### src/rtl/mdu_ctrl.sv
`default_nettype none
// ============================================================================
// Module      : mdu_ctrl
// Description : Iterative multiply/divide unit with architectural HI/LO.
//               One shift-add (multiply) or restoring shift-subtract (divide)
//               step per cycle, with sign fix-up on the final cycle.
//               Define MDU_DIV_EN to include the divide datapath; without it
//               only MULTU/MULT are accepted and divide requests are ignored.
// Revision    : 1.0 - initial release
// ============================================================================
module mdu_ctrl #(
    parameter int WIDTH = 32
) (
    input  logic             clk,
    input  logic             reset,
    input  logic             start,
    input  logic [1:0]       op,
    input  logic [WIDTH-1:0] A,
    input  logic [WIDTH-1:0] B,
    input  logic             we_hi,
    input  logic             we_lo,
    input  logic [WIDTH-1:0] wdata,
    output logic             busy,
    output logic             done,
    output logic             div_zero,
    output logic [WIDTH-1:0] hi,
    output logic [WIDTH-1:0] lo
);

    localparam int CW = $clog2(WIDTH);

    typedef enum logic [1:0] {
        IDLE = 2'd0,
        PREP = 2'd1,
        RUN  = 2'd2,
        FIX  = 2'd3
    } state_t;

    state_t           state;
    state_t           state_nxt;
    logic [CW-1:0]    cnt;

    // acc_hi: partial product / partial remainder
    // acc_lo: multiplier being consumed / dividend shifting into quotient
    // opnd  : multiplicand or divisor magnitude
    logic [WIDTH-1:0] acc_hi;
    logic [WIDTH-1:0] acc_lo;
    logic [WIDTH-1:0] opnd;
    logic             neg_q;

    logic             go;
    logic             a_neg;
    logic             b_neg;
    logic [WIDTH-1:0] a_mag;
    logic [WIDTH-1:0] b_mag;
    logic [WIDTH-1:0] ld_lo;
    logic [WIDTH-1:0] ld_opnd;

    logic [WIDTH:0]     mul_sum;
    logic [2*WIDTH-1:0] prod;
    logic [WIDTH-1:0]   step_hi;
    logic [WIDTH-1:0]   step_lo;
    logic [WIDTH-1:0]   res_hi;
    logic [WIDTH-1:0]   res_lo;

`ifdef MDU_DIV_EN
    logic             is_div;
    logic             neg_r;
    logic [WIDTH-1:0] a_raw;
    logic [WIDTH:0]   div_shift;
    logic [WIDTH-1:0] div_diff;
    logic             div_ge;
`endif

    // Operand conditioning: magnitudes for signed ops, raw values otherwise
    always_comb begin
        a_neg = op[0] & A[WIDTH-1];
        b_neg = op[0] & B[WIDTH-1];
        a_mag = a_neg ? -A : A;
        b_mag = b_neg ? -B : B;
        ld_lo   = b_mag;
        ld_opnd = a_mag;
`ifdef MDU_DIV_EN
        go = start;
        if (op[1]) begin
            ld_lo   = a_mag;
            ld_opnd = b_mag;
        end
`else
        // Divide requests are dropped entirely when the divider is absent
        go = start & ~op[1];
`endif
    end

    // One iteration step and the final sign-corrected results
    always_comb begin
        mul_sum = {1'b0, acc_hi} + (acc_lo[0] ? {1'b0, opnd} : {(WIDTH+1){1'b0}});
        step_hi = mul_sum[WIDTH:1];
        step_lo = {mul_sum[0], acc_lo[WIDTH-1:1]};
        prod    = neg_q ? -{acc_hi, acc_lo} : {acc_hi, acc_lo};
        res_hi  = prod[2*WIDTH-1:WIDTH];
        res_lo  = prod[WIDTH-1:0];
`ifdef MDU_DIV_EN
        div_shift = {acc_hi, acc_lo[WIDTH-1]};
        div_ge    = (div_shift >= {1'b0, opnd});
        // When div_ge holds the true difference is below opnd, so W bits suffice
        div_diff  = div_shift[WIDTH-1:0] - opnd;
        if (is_div) begin
            step_hi = div_ge ? div_diff : div_shift[WIDTH-1:0];
            step_lo = {acc_lo[WIDTH-2:0], div_ge};
            if (opnd == '0) begin
                res_hi = a_raw;
                res_lo = '1;
            end else begin
                res_hi = neg_r ? -acc_hi : acc_hi;
                res_lo = neg_q ? -acc_lo : acc_lo;
            end
        end
`endif
    end

    // State register
    always_ff @(posedge clk or negedge reset) begin
        if (!reset) state <= IDLE;
        else        state <= state_nxt;
    end

    // Next-state logic; busy covers every non-IDLE state
    always_comb begin
        state_nxt = state;
        busy      = (state != IDLE);
        case (state)
            IDLE: if (go) state_nxt = PREP;
            PREP: state_nxt = RUN;
            RUN:  if (cnt == '0) state_nxt = FIX;
            FIX:  state_nxt = IDLE;
            default: state_nxt = IDLE;
        endcase
    end

    // Datapath, counter and architectural HI/LO
    always_ff @(posedge clk or negedge reset) begin
        if (!reset) begin
            cnt    <= '0;
            acc_hi <= '0;
            acc_lo <= '0;
            opnd   <= '0;
            neg_q  <= 1'b0;
            hi     <= '0;
            lo     <= '0;
`ifdef MDU_DIV_EN
            is_div <= 1'b0;
            neg_r  <= 1'b0;
            a_raw  <= '0;
`endif
        end else begin
            case (state)
                IDLE: begin
                    if (go) begin
                        acc_hi <= '0;
                        acc_lo <= ld_lo;
                        opnd   <= ld_opnd;
                        neg_q  <= a_neg ^ b_neg;
`ifdef MDU_DIV_EN
                        is_div <= op[1];
                        neg_r  <= a_neg;
                        a_raw  <= A;
`endif
                    end else if (!start) begin
                        // start wins over MTHI/MTLO in the same cycle
                        if (we_hi) hi <= wdata;
                        if (we_lo) lo <= wdata;
                    end
                end
                PREP: cnt <= CW'(WIDTH - 1);
                RUN: begin
                    acc_hi <= step_hi;
                    acc_lo <= step_lo;
                    if (cnt != '0) cnt <= cnt - 1'b1;
                end
                FIX: begin
                    hi <= res_hi;
                    lo <= res_lo;
                end
                default: ;
            endcase
        end
    end

    // Completion pulse coincides with the HI/LO update on FIX exit
    always_ff @(posedge clk or negedge reset) begin
        if (!reset) done <= 1'b0;
        else        done <= (state == FIX);
    end

`ifdef MDU_DIV_EN
    // Divide-by-zero flag, valid only alongside done
    always_ff @(posedge clk or negedge reset) begin
        if (!reset) div_zero <= 1'b0;
        else        div_zero <= (state == FIX) && is_div && (opnd == '0);
    end
`else
    assign div_zero = 1'b0;
`endif

endmodule
`default_nettype wire

### config.mk
export PLATFORM = sky130hd
export DESIGN_NAME = mdu_ctrl
export DESIGN_NICKNAME = d
export VERILOG_FILES = /design/src/rtl/mdu_ctrl.sv
export SDC_FILE = /design/constraint.sdc
export NUM_CORES = 1
export LEC_CHECK = 0
export ABC_AREA = 1
export BUFFER_PORTS_ARGS = -buffer_cell sky130_fd_sc_hd__buf_2
export CAP_MARGIN = 0
export CORE_MARGIN = 5
export CORE_UTILIZATION = 64
export CTS_CLUSTER_DIAMETER = 150
export DETAILED_ROUTE_END_ITERATION = 8
export PLACE_DENSITY = 0.87
export SETUP_SLACK_MARGIN = 0.02
export SKIP_LAST_GASP = 1
export SYNTH_ARGS = -nofsm -noshare
export SYNTH_HDL_FRONTEND = slang
export SYNTH_SLANG_ARGS = --single-unit
### constraint.sdc
create_clock -name clk -period 4.85 [get_ports clk]
set_clock_uncertainty 0.05 [all_clocks]
set_input_delay 0.2425 -clock clk [delete_from_list [all_inputs] [get_ports clk]]
set_output_delay 0.2425 -clock clk [all_outputs]
set_load 0.01 [all_outputs]
==> parameters.txt, run 1 <==
Parameter                              Value

Route
  Detailed-router iteration count before antenna repair    6
  Average vias per placed instance    approximately 5.9
  DRC errors left    0
  Via count    15000
  Wirelength per Cell    between 15 and 20 um
  Number of DRC markers in iteration 0    roughly 1800
  ANT nets after route    0
  Final Routed Wirelength    roughly 45000 um

Timing
  Transition time of the tightest slew-check pin    about 1.3 ns
  RSZ-0062 raised after global routing    no
  Setup-failing EPs final    0
  Final max-slew violation count    0
  Final Critical Period    roughly 3.0 ns
  Post-Route Setup TNS    0 ns
  Final hold slack    approximately 0.022 ns
  Headroom to the max-slew limit    0.165
  Fmax    around 330 MHz
  Share of the cycle needed by the critical path after routing    0.627
  Number of hold-slack violations in the final timing report    0

GRT
  Global router's overall resource usage    0.371
  Vias in the first global route    13800
  Initial antenna violation count    0
  Grt total ovfl    0
  Wire length of the first global-routing pass    71300 um
  Largest net degree at the start of global routing    90

Pwr
  Flop pwr share    0.280
  IR drop worst, VDD    roughly 0.71 mV
  Net Sw Power    5060 uW
  Clk network pwr share    0.155
  Power Dens Cells    between 600 and 700 nW/um^2
  Combinational Power Share    0.565
  Internal power component    between 4000 and 5000 uW
  Switching Fraction    0.520
  Cell leakage power    around 0.0076 uW

Synth
  Post-Synthesis Cells    ~2100
  Most used DFF post-synth    dfrtp_1
  Synth async-reset ratio    1.00
  Share of the synthesized netlist area taken by xor and xnor gates    0.0155
  Cell area after technology mapping    approximately 14000 sq um
  Average instance area after synthesis    about 6.3 sq um
  Post-synth net total    2292
  Largest family of logic cells by synthesized area    simple AND/OR/NAND/NOR gates
  Sequential area share after synthesis    0.313
  Warning count from the yosys run    0
  Compound-Gate Fraction of Synth Area    0.157
  Post-synthesis mux area share    0
  Fraction of the mapped netlist area in simple logic gates    0.381
  Arithmetic-cell share of the synthesized area counting full adders, half adders and majority gates    0.0394
  Seq cells post-synth    approximately 170
  Number of library cell types mapped by synthesis    52
  Number of synthesized flops with an enable pin    0

CTS
  CTS root buf    clkbuf_16
  Count of hold-fix buffers inserted at cts    1
  Number of buffers created by CTS    17
  Post-CTS clock slew at the launch and capture registers of the worst setup and hold paths    ~0.07 ns
  Post-CTS setup buffer count    0
  Sink count of the clock tree    about 170
  CTS tree    done
  Clock buffer depth    2
  Clock Latency Late Sink    0.44 ns
  CTS resizes    0
  H-tree levels    4

Placed design
  DP HPWL    about 35000 um
  Weighted congestion reported at the end of routability-driven placement    between 1 and 1.5
  Number of buffer cells added on primary ports    roughly 170

Critical path
  CP arrival    3.30 ns
  Number of cells traversed by the worst register-to-register path    16
  Crit Path Class    flop to flop
  Kind of start point of the critical path    flop
  CP max FO    34
  Endpoint kind of the worst setup timing path    flop
  Data required, critical path    5.12 ns

Die
  Rows    53
  Die outline height    ~160 um
  Core region area    between 20000 and 25000 sq um
  Boundary Pins    170
  Starting density of the core    0.647
  Chip width    155 um
  Area of the die    ~24000 sq um

Cells and area
  Area taken by flip-flops and latches    around 4200 sq um
  Layout overhead on the synthesized area    11.7%
  Number of diodes    0
  Share of cells above drive strength 1    0.122
  Filler Cells Inserted    approximately 1800
  Utilization of the core after routing    0.723
  Total area of multi-input combinational cells    between 8000 and 9000 sq um
  Final #Nets    about 2400

Worst hold path
  Worst hold path depth    3
  Hold/Removal Path Class    primary input to flop

Status
  Run status    completed

Flow run
  Number of maximum-capacitance constraint violations    0
==> state kept, by name, indices dropped and copies added, names as in the netlist <==
register / cells
acc_hi: 32
acc_lo: 32
cnt: 5
done: 1
hi: 32
lo: 32
neg_q: 1
opnd: 32
state: 2
==> logic make-up (layout without fill, tap and decap cells) <==
family	count (synthesis)	in the layout
xor+xnor	24	24
buf+inv	317	457
flops	169	169
compound gates	395	395
simple gates	1199	1199
fa+ha+maj	42	42
other cells	1	1
==> metrics by stage <==
stage / instance area [sq um] / setup WS [ns] / power (uW) / cells
after floorplan: 13500 / 2.46 / 6360 / 2147
after global routing: 15100 / 1.52 / 10400 / 2562
after detailed placement: 14500 / 1.88 / 8040 / 2530
after global placement: 14500 / 1.96 / 7860 / 2530
after CTS: 15100 / 1.83 / 9570 / 2562
final: 15100 / 1.81 / 9730 / 2562
==> layout by cell type (no fill, tap or decap), types with 14 or more instances in the layout <==
cell / n
buf_2: 167
dfrtp_1: 168
a21oi_1: 176
o211ai_1: 14
inv_1: 237
nand3_1: 201
xor2_1: 17
nor2_1: 320
nand4_1: 26
clkbuf_16: 17
nand2_1: 572
a31oi_1: 15
ha_1: 40
o21ai_1: 14
o21ai_0: 147
==> critical path: stages, from the launching register on <==
cell and delay [ns]:
dfrtp_1 0.97, nand2_1 0.10, inv_1 0.09, ha_1 0.15, inv_1 0.07, fa_1 0.41, nand3b_1 0.21, nand2_1 0.13
nand2_1 0.07, nand2_1 0.11, nand3_1 0.08, nand2_1 0.15, nand2_1 0.09, nand2_1 0.07, nand2_1 0.06, nand3_1 0.06
nand2_1 0.06
==> layout make-up <==
cell class              count  area share
well taps                 275      0.0228
multi-input cells        1661       0.532
flip-flops and latches    169       0.280
repair buffers            179      0.0617
clock buffers              17      0.0282
clock inverters            14      0.0140
inverters                 247      0.0615
==> worst paths after layout <==
| kind | startpoint | to | slack, ns |
|---|---|---|---|
| min in group asynchronous | reset | lo[7] | 0.37 |
| max in group asynchronous | reset | hi[2] | 3.22 |
| worst min register to register | lo[13] | lo[13] | 0.43 |
| worst max register to register | acc_lo[0] | acc_hi[21] | 1.81 |
| worst max-delay path | acc_lo[0] | acc_hi[21] | 1.81 |
| worst min-delay path | wdata[0] | lo[0] | 0.02 |
==> metal layers <==
metal	GRT usage	routed length (um)
met4	0.165	2160
met2	0.547	18800
met5	0	0
met1	0.530	18300
met3	0.0768	5730
==> synth_stat cells (all sizes together), types with 3 or more instances <==
cell | n | area [sq um]
ha | 41 | 513
xnor2 | 7 | 61.3
xor2 | 17 | 149
a21oi | 178 | 906
o21ai | 167 | 866
o22ai | 5 | 31.3
inv | 245 | 920
or2 | 9 | 56.3
clkbuf | 30 | 113
a21boi | 3 | 22.5
dfrtp | 169 | 4230
a31oi | 16 | 100
buf | 40 | 229
a22oi | 3 | 22.5
nand2 | 588 | 2280
nor3 | 12 | 82.6
nor2 | 336 | 1340
nand3b | 14 | 109
nand4 | 26 | 163
o31ai | 3 | 22.5
and2 | 4 | 25.0
nand3 | 208 | 1080
o211ai | 14 | 105
==> power by group through the flow <==
stage / combinational (uW) / sequential [uW] / clock, uW
detailed placement: 5340 / 2710 / 0
global route: 6080 / 2790 / 1570
finish: 5500 / 2720 / 1510
global placement: 5180 / 2680 / 0
CTS: 5380 / 2680 / 1510
floorplan: 3740 / 2620 / 0
(Power assumes the default switching activity.)
==> inputs of run 2 (changes only) <==
--- a/config.mk
+++ b/config.mk
@@ -9,10 +9,10 @@
 export BUFFER_PORTS_ARGS = -buffer_cell sky130_fd_sc_hd__buf_2
 export CAP_MARGIN = 0
 export CORE_MARGIN = 5
-export CORE_UTILIZATION = 64
+export CORE_UTILIZATION = 54
 export CTS_CLUSTER_DIAMETER = 150
 export DETAILED_ROUTE_END_ITERATION = 8
-export PLACE_DENSITY = 0.87
+export PLACE_DENSITY = 0.78
 export SETUP_SLACK_MARGIN = 0.02
 export SKIP_LAST_GASP = 1
 export SYNTH_ARGS = -nofsm -noshare
==> constraint.sdc (replaced) <==
create_clock -name clk -period 2.5 [get_ports clk]
set_clock_uncertainty 0.05 [all_clocks]
set_input_delay 0.125 -clock clk [delete_from_list [all_inputs] [get_ports clk]]
set_output_delay 0.125 -clock clk [all_outputs]
set_load 0.01 [all_outputs]
==> parameters.txt, run 2 (synthesis gave the netlist of run 1 again) <==
Parameter                              Value

Route
  Number of DRC markers in iteration 0    1596
  Via count    approximately 15000
  DRC errors left    0
  Final Routed Wirelength    47300 um
  Detailed-router iteration count before antenna repair    6
  Wirelength per Cell    around 18 um
  Average vias per placed instance    roughly 5.7
  ANT nets after route    0

Cells and area
  Share of cells above drive strength 1    0.139
  Commonest non-fill, non-tap cell in the layout    nand2_1
  Final #Nets    ~2500
  Number of standard cells in the layout, taps in and fillers out    2680
  Layout overhead on the synthesized area    17.4%
  Commonest cells after routing, fill and taps aside    nand2_1 (568), nor2_1 (317), inv_1 (237)
  Number of diodes    0

CTS
  H-tree levels    4
  Number of buffers created by CTS    17
  Post-CTS clock slew at the launch and capture registers of the worst setup and hold paths    approximately 0.070 ns
  Post-CTS setup buffer count    0
  CTS tree    done
  Clock Latency Late Sink    roughly 0.44 ns
  Clock buffer depth    2
  CTS root buf    clkbuf_16
  Sink count of the clock tree    around 170

Critical path
  Slowest cell on crit path    dfrtp_2
  Source of the worst register-to-register timing path    acc_lo[0]
  Worst reg2reg path endpoint    acc_hi[28]
  CP max FO    31
  Cell occurring most often along the worst timing path    nand2_1
  Maximum single-stage delay on the critical path    ~0.44 ns
  Endpoint kind of the worst setup timing path    flop
  Crit Path Class    flop to flop
  FF-to-FF setup slack    approximately 0.11 ns
  Cell chain of the critical path    buf_12, nand2_1, inv_1, ha_1, inv_1, o21ai_0, nor2_1, nand2_1, a21oi_1, nand3_1, nand3_1, nand2_1
  Number of cells traversed by the worst register-to-register path    12
  Data required, critical path    roughly 2.8 ns
  CP arrival    roughly 2.7 ns
  Kind of start point of the critical path    flop

Worst hold path
  Worst hold path depth    3
  Worst hold path startpoint    wdata[8]
  Hold/Removal Path Class    primary input to flop
  Endpoint, Worst Hold    lo[8]

Timing
  Transition time of the tightest slew-check pin    0.815 ns
  Headroom to the max-slew limit    0.452
  Number of hold-slack violations in the final timing report    1
  Final max-slew violation count    0
  RSZ-0062 raised after global routing    yes
  Fmax    ~420 MHz
  Share of the cycle needed by the critical path after routing    0.956
  Final Critical Period    about 2.4 ns
  Setup-failing EPs final    0
  Final hold slack    -0.000761 ns

Status
  Run status    finished with violations
  Violations in the final reports    hold timing

Die
  Core region area    about 25000 sq um
  Starting density of the core    0.543
  Area of the die    28300 sq um
  Rows    58
  Die outline height    ~170 um
  Boundary Pins    between 150 and 200
  Chip width    between 150 and 200 um

GRT
  Initial antenna violation count    1
  Grt total ovfl    0
  Largest net degree at the start of global routing    73
  Vias in the first global route    between 10000 and 15000
  Global router's overall resource usage    0.331
  Wire length of the first global-routing pass    75500 um

Placed design
  DP HPWL    between 30000 and 40000 um
  Cell count after placement    2608
  Number of buffer cells added on primary ports    168
  Weighted congestion reported at the end of routability-driven placement    around 1.0

Pwr
  IR drop worst, VDD    0.784 mV
  Total chip power    between 15000 and 20000 uW
  Cell leakage power    0.00788 uW
  Power Dens Cells    1210 nW/um^2

Flow run
  Number of maximum-capacitance constraint violations    0
==> run 2: changes by cell type in the layout (fill, tap and decap cells not counted), moves of 4 or more <==
cell / previous run / this run
a21oi_1: 176 / 172
a21oi_2: 1 / 5
buf_12: 0 / 7
buf_4: 10 / 26
dlygate4sd3_1: 1 / 42
ha_1: 40 / 33
ha_2: 1 / 7
nand2_1: 572 / 568
nand2_2: 9 / 13
==> run 2: worst max-delay path, delay by kind of cell, from the launching register on <==
family	cells	cell delay, ns
buf+inv	3	0.35
flops	1	0.44
compound gates	2	0.50
fa+ha+maj	1	0.33
simple gates	6	0.61
==> run 2: final cells by class <==
class                   instances  area, sq um
multi-input cells            1661         8120
repair buffers                243         1600
well taps                     330          413
clock buffers                  18          439
inverters                     247          928
flip-flops and latches        169         4230
fillers                      2336         9020
clock inverters                12          141
==> run 2: how the worst max path moves through the flow <==
stage / from / slack [ns] / to
after detailed placement: acc_lo[0] / 0.11 / acc_hi[29]
after CTS: acc_lo[0] / 0.07 / acc_hi[29]
after global routing: acc_lo[0] / -0.02 / acc_hi[30]
final: acc_lo[0] / 0.11 / acc_hi[28]
after global placement: acc_lo[0] / 0.16 / acc_hi[30]
after floorplan: acc_lo[0] / 0.11 / acc_hi[21]
==> run 2: power by group <==
group / switching (uW) / total [uW] / internal, uW / leakage (uW)
logic: 7560 / 11300 / 3730 / 0.00559
registers: 1180 / 5230 / 4040 / 0.00201
clock network: 1210 / 2710 / 1500 / 0.000273
==> run 2: timing repair <==
item,4_1_cts,5_1_grt
endpoints found under the setup margin,0,22
endpoints found under the hold margin,103,0
hold buffers,42,0
resized for setup,0,26
==> run 2: layer usage <==
metal / wire (um) / global-route usage / part of all wire / up-vias
met2: 20000 / 0.492 / 0.42 / 800
met4: 1690 / 0.121 / 0.036 / 2
met5: 28 / 0 / 0.00059 / -
met1: 20700 / 0.478 / 0.44 / 6961
met3: 4850 / 0.0674 / 0.10 / 90
li1: - / - / - / 7368
==> run 2: through the flow <==
step                      setup slack, ns  TNS (ns)  hold slack (ns)  area [sq um]  utilization
after detailed placement            0.113         0           0.0886         14800        0.594
after global placement              0.160         0           0.0849         14800        0.594
after floorplan                     0.106         0           -0.221         13500            -
after global routing              -0.0230   -0.0276          0.00379         15900        0.638
after CTS                          0.0665         0          0.00324         15800        0.634
final                               0.109         0        -0.000761         15900        0.638
==> inputs of run 3 (changes only) <==
--- a/config.mk
+++ b/config.mk
@@ -12,7 +12,7 @@
 export CORE_UTILIZATION = 54
 export CTS_CLUSTER_DIAMETER = 150
 export DETAILED_ROUTE_END_ITERATION = 8
-export PLACE_DENSITY = 0.78
+export PLACE_DENSITY_LB_ADDON = 0.15
 export SETUP_SLACK_MARGIN = 0.02
 export SKIP_LAST_GASP = 1
 export SYNTH_ARGS = -nofsm -noshare
==> parameters.txt, run 3 (synthesis gave the netlist of run 1 again) <==
Parameter                              Value

Critical path
  Source of the worst register-to-register timing path    acc_lo[0]
  Slowest cell on crit path    dfrtp_2
  Crit Path Class    flop to flop
  CP max FO    31
  Endpoint kind of the worst setup timing path    flop
  CP arrival    roughly 2.6 ns
  Cell chain of the critical path    buf_12, nand2_1, inv_1, ha_1, a21oi_1, o21ai_0, a21oi_1, nand2_1, or2_2, nand3_1, o21ai_0
  FF-to-FF setup slack    between 0.1 and 0.15 ns
  Kind of start point of the critical path    flop
  Maximum single-stage delay on the critical path    around 0.43 ns
  Data required, critical path    roughly 2.8 ns
  Crit path launch    acc_lo[0]

Timing
  Transition time of the tightest slew-check pin    0.731 ns
  RSZ-0062 raised after global routing    yes
  Fmax    424 MHz
  Final hold slack    -0.00539 ns
  Number of hold-slack violations in the final timing report    2
  Final Critical Period    2.36 ns
  Headroom to the max-slew limit    0.508
  Final max-slew violation count    0
  Setup-failing EPs final    0
  Share of the cycle needed by the critical path after routing    0.943

Pwr
  Clk network pwr share    0.146
  IR drop worst, VDD    between 0.6 and 0.7 mV
  Net Sw Power    roughly 10000 uW
  Flop pwr share    0.274
  Cell leakage power    approximately 0.0079 uW
  Power Dens Cells    approximately 1200 nW/um^2
  Switching Fraction    0.519
  Combinational Power Share    0.580
  Internal power component    slightly above 9000 uW

GRT
  Largest net degree at the start of global routing    72
  Wire length of the first global-routing pass    between 70000 and 80000 um
  Global router's overall resource usage    0.336
  Vias in the first global route    roughly 14000
  Initial antenna violation count    0
  Grt total ovfl    0

CTS
  Clock Latency Late Sink    ~0.45 ns
  CTS tree    done
  Post-CTS clock slew at the launch and capture registers of the worst setup and hold paths    0.08 ns
  Clock buffer depth    2
  Number of buffers created by CTS    17
  H-tree levels    4
  CTS root buf    clkbuf_16
  Sink count of the clock tree    169
  Post-CTS setup buffer count    0

Placed design
  DP HPWL    approximately 38000 um
  Number of buffer cells added on primary ports    about 170
  Weighted congestion reported at the end of routability-driven placement    between 0.9 and 1
  Post-placement cell area    about 15000 sq um

Route
  Final Routed Wirelength    ~48000 um
  Number of DRC markers in iteration 0    between 1500 and 2000
  Wirelength per Cell    around 18 um
  DRC errors left    0
  ANT nets after route    0
  Detailed-router iteration count before antenna repair    6
  Average vias per placed instance    between 5 and 6
  Via count    about 15000

Cells and area
  Final instance area    15900 sq um
  Layout overhead on the synthesized area    17.3%
  Number of diodes    0
  Utilization of the core after routing    0.637
  Final #Nets    about 2500
  Total area of multi-input combinational cells    roughly 8100 sq um
  Commonest cells after routing, fill and taps aside    nand2_1 (566), nor2_1 (318), inv_1 (237)
  Filler Cells Inserted    about 2400
  Commonest non-fill, non-tap cell in the layout    nand2_1
  Area taken by flip-flops and latches    between 4000 and 5000 sq um
  Share of cells above drive strength 1    0.135

Die
  Die outline height    168 um
  Chip width    between 150 and 200 um
  Starting density of the core    0.543
  Area of the die    28300 sq um
  Core region area    about 25000 sq um
  Boundary Pins    between 150 and 200
  Rows    between 50 and 60

Worst hold path
  Hold/Removal Path Class    primary input to flop
  Worst hold path startpoint    B[31]

Flow run
  Number of maximum-capacitance constraint violations    0

Status
  Violations in the final reports    hold timing
  Run status    finished with violations
==> run 3: path summary, 6_finish.rpt <==
path | to | cells after the start
worst min-delay path | acc_lo[31] | 3
worst max register to register | acc_hi[12] | 11
worst min register to register | opnd[26] | 2
min in group asynchronous | acc_lo[1] | 2
worst max-delay path | acc_hi[12] | 11
max in group asynchronous | acc_hi[31] | 3
==> run 3: power groups by stage <==
stage                     registers, uW  clock network (uW)  logic [uW]
after CTS                          5250                2830       11000
after global routing               5440                2970       12500
after detailed placement           5290                   0       10900
after global placement             5270                   0       10800
after floorplan                    5080                   0        7250
final                              5300                2810       11200
==> run 3: cell type report <==
| class | instances | share of cell area |
|---|---|---|
| Clock buffer | 19 | 0.0279 |
| Inverter | 247 | 0.0585 |
| Timing Repair Buffer | 240 | 0.100 |
| Tap cell | 330 | 0.0260 |
| Sequential cell | 169 | 0.267 |
| Clock inverter | 13 | 0.0100 |
| Multi-Input combinational cell | 1661 | 0.510 |
==> run 3: layer usage <==
metal  vias up  global-route usage  share of wire
li1       7363                   -              -
met1      6876               0.459           0.43
met2       707               0.526           0.44
met3       122              0.0620          0.085
met4         0               0.141          0.042
met5         -                   0              0
==> run 3: per-stage QoR <==
step | setup WS (ns) | total power (uW) | TNS, ns | cells | hold WS (ns)
finish | 0.142 | 19300 | 0 | 2679 | -0.00539
global route | -0.0267 | 20900 | -0.0273 | 2679 | 0.00411
CTS | 0.0864 | 19100 | 0 | 2679 | 0.000769
detailed placement | 0.0938 | 16200 | 0 | 2605 | 0.0744
global placement | 0.197 | 16000 | 0 | 2605 | 0.0742
floorplan | 0.106 | 12300 | 0 | 2147 | -0.221
==> run 3: what timing repair did <==
| action | 4_1_cts | 5_1_grt |
|---|---|---|
| endpoints found under the hold margin | 106 | 0 |
| endpoints found under the setup margin | 0 | 24 |
| hold buffers | 42 | 0 |
| resized for setup | 0 | 19 |
==> run 3: worst max-delay path: cells and delay by family (launching register included) <==
family	cells	cell delay [ns]
buf+inv	2	0.21
compound gates	4	0.63
flops	1	0.43
fa+ha+maj	1	0.33
simple gates	4	0.59
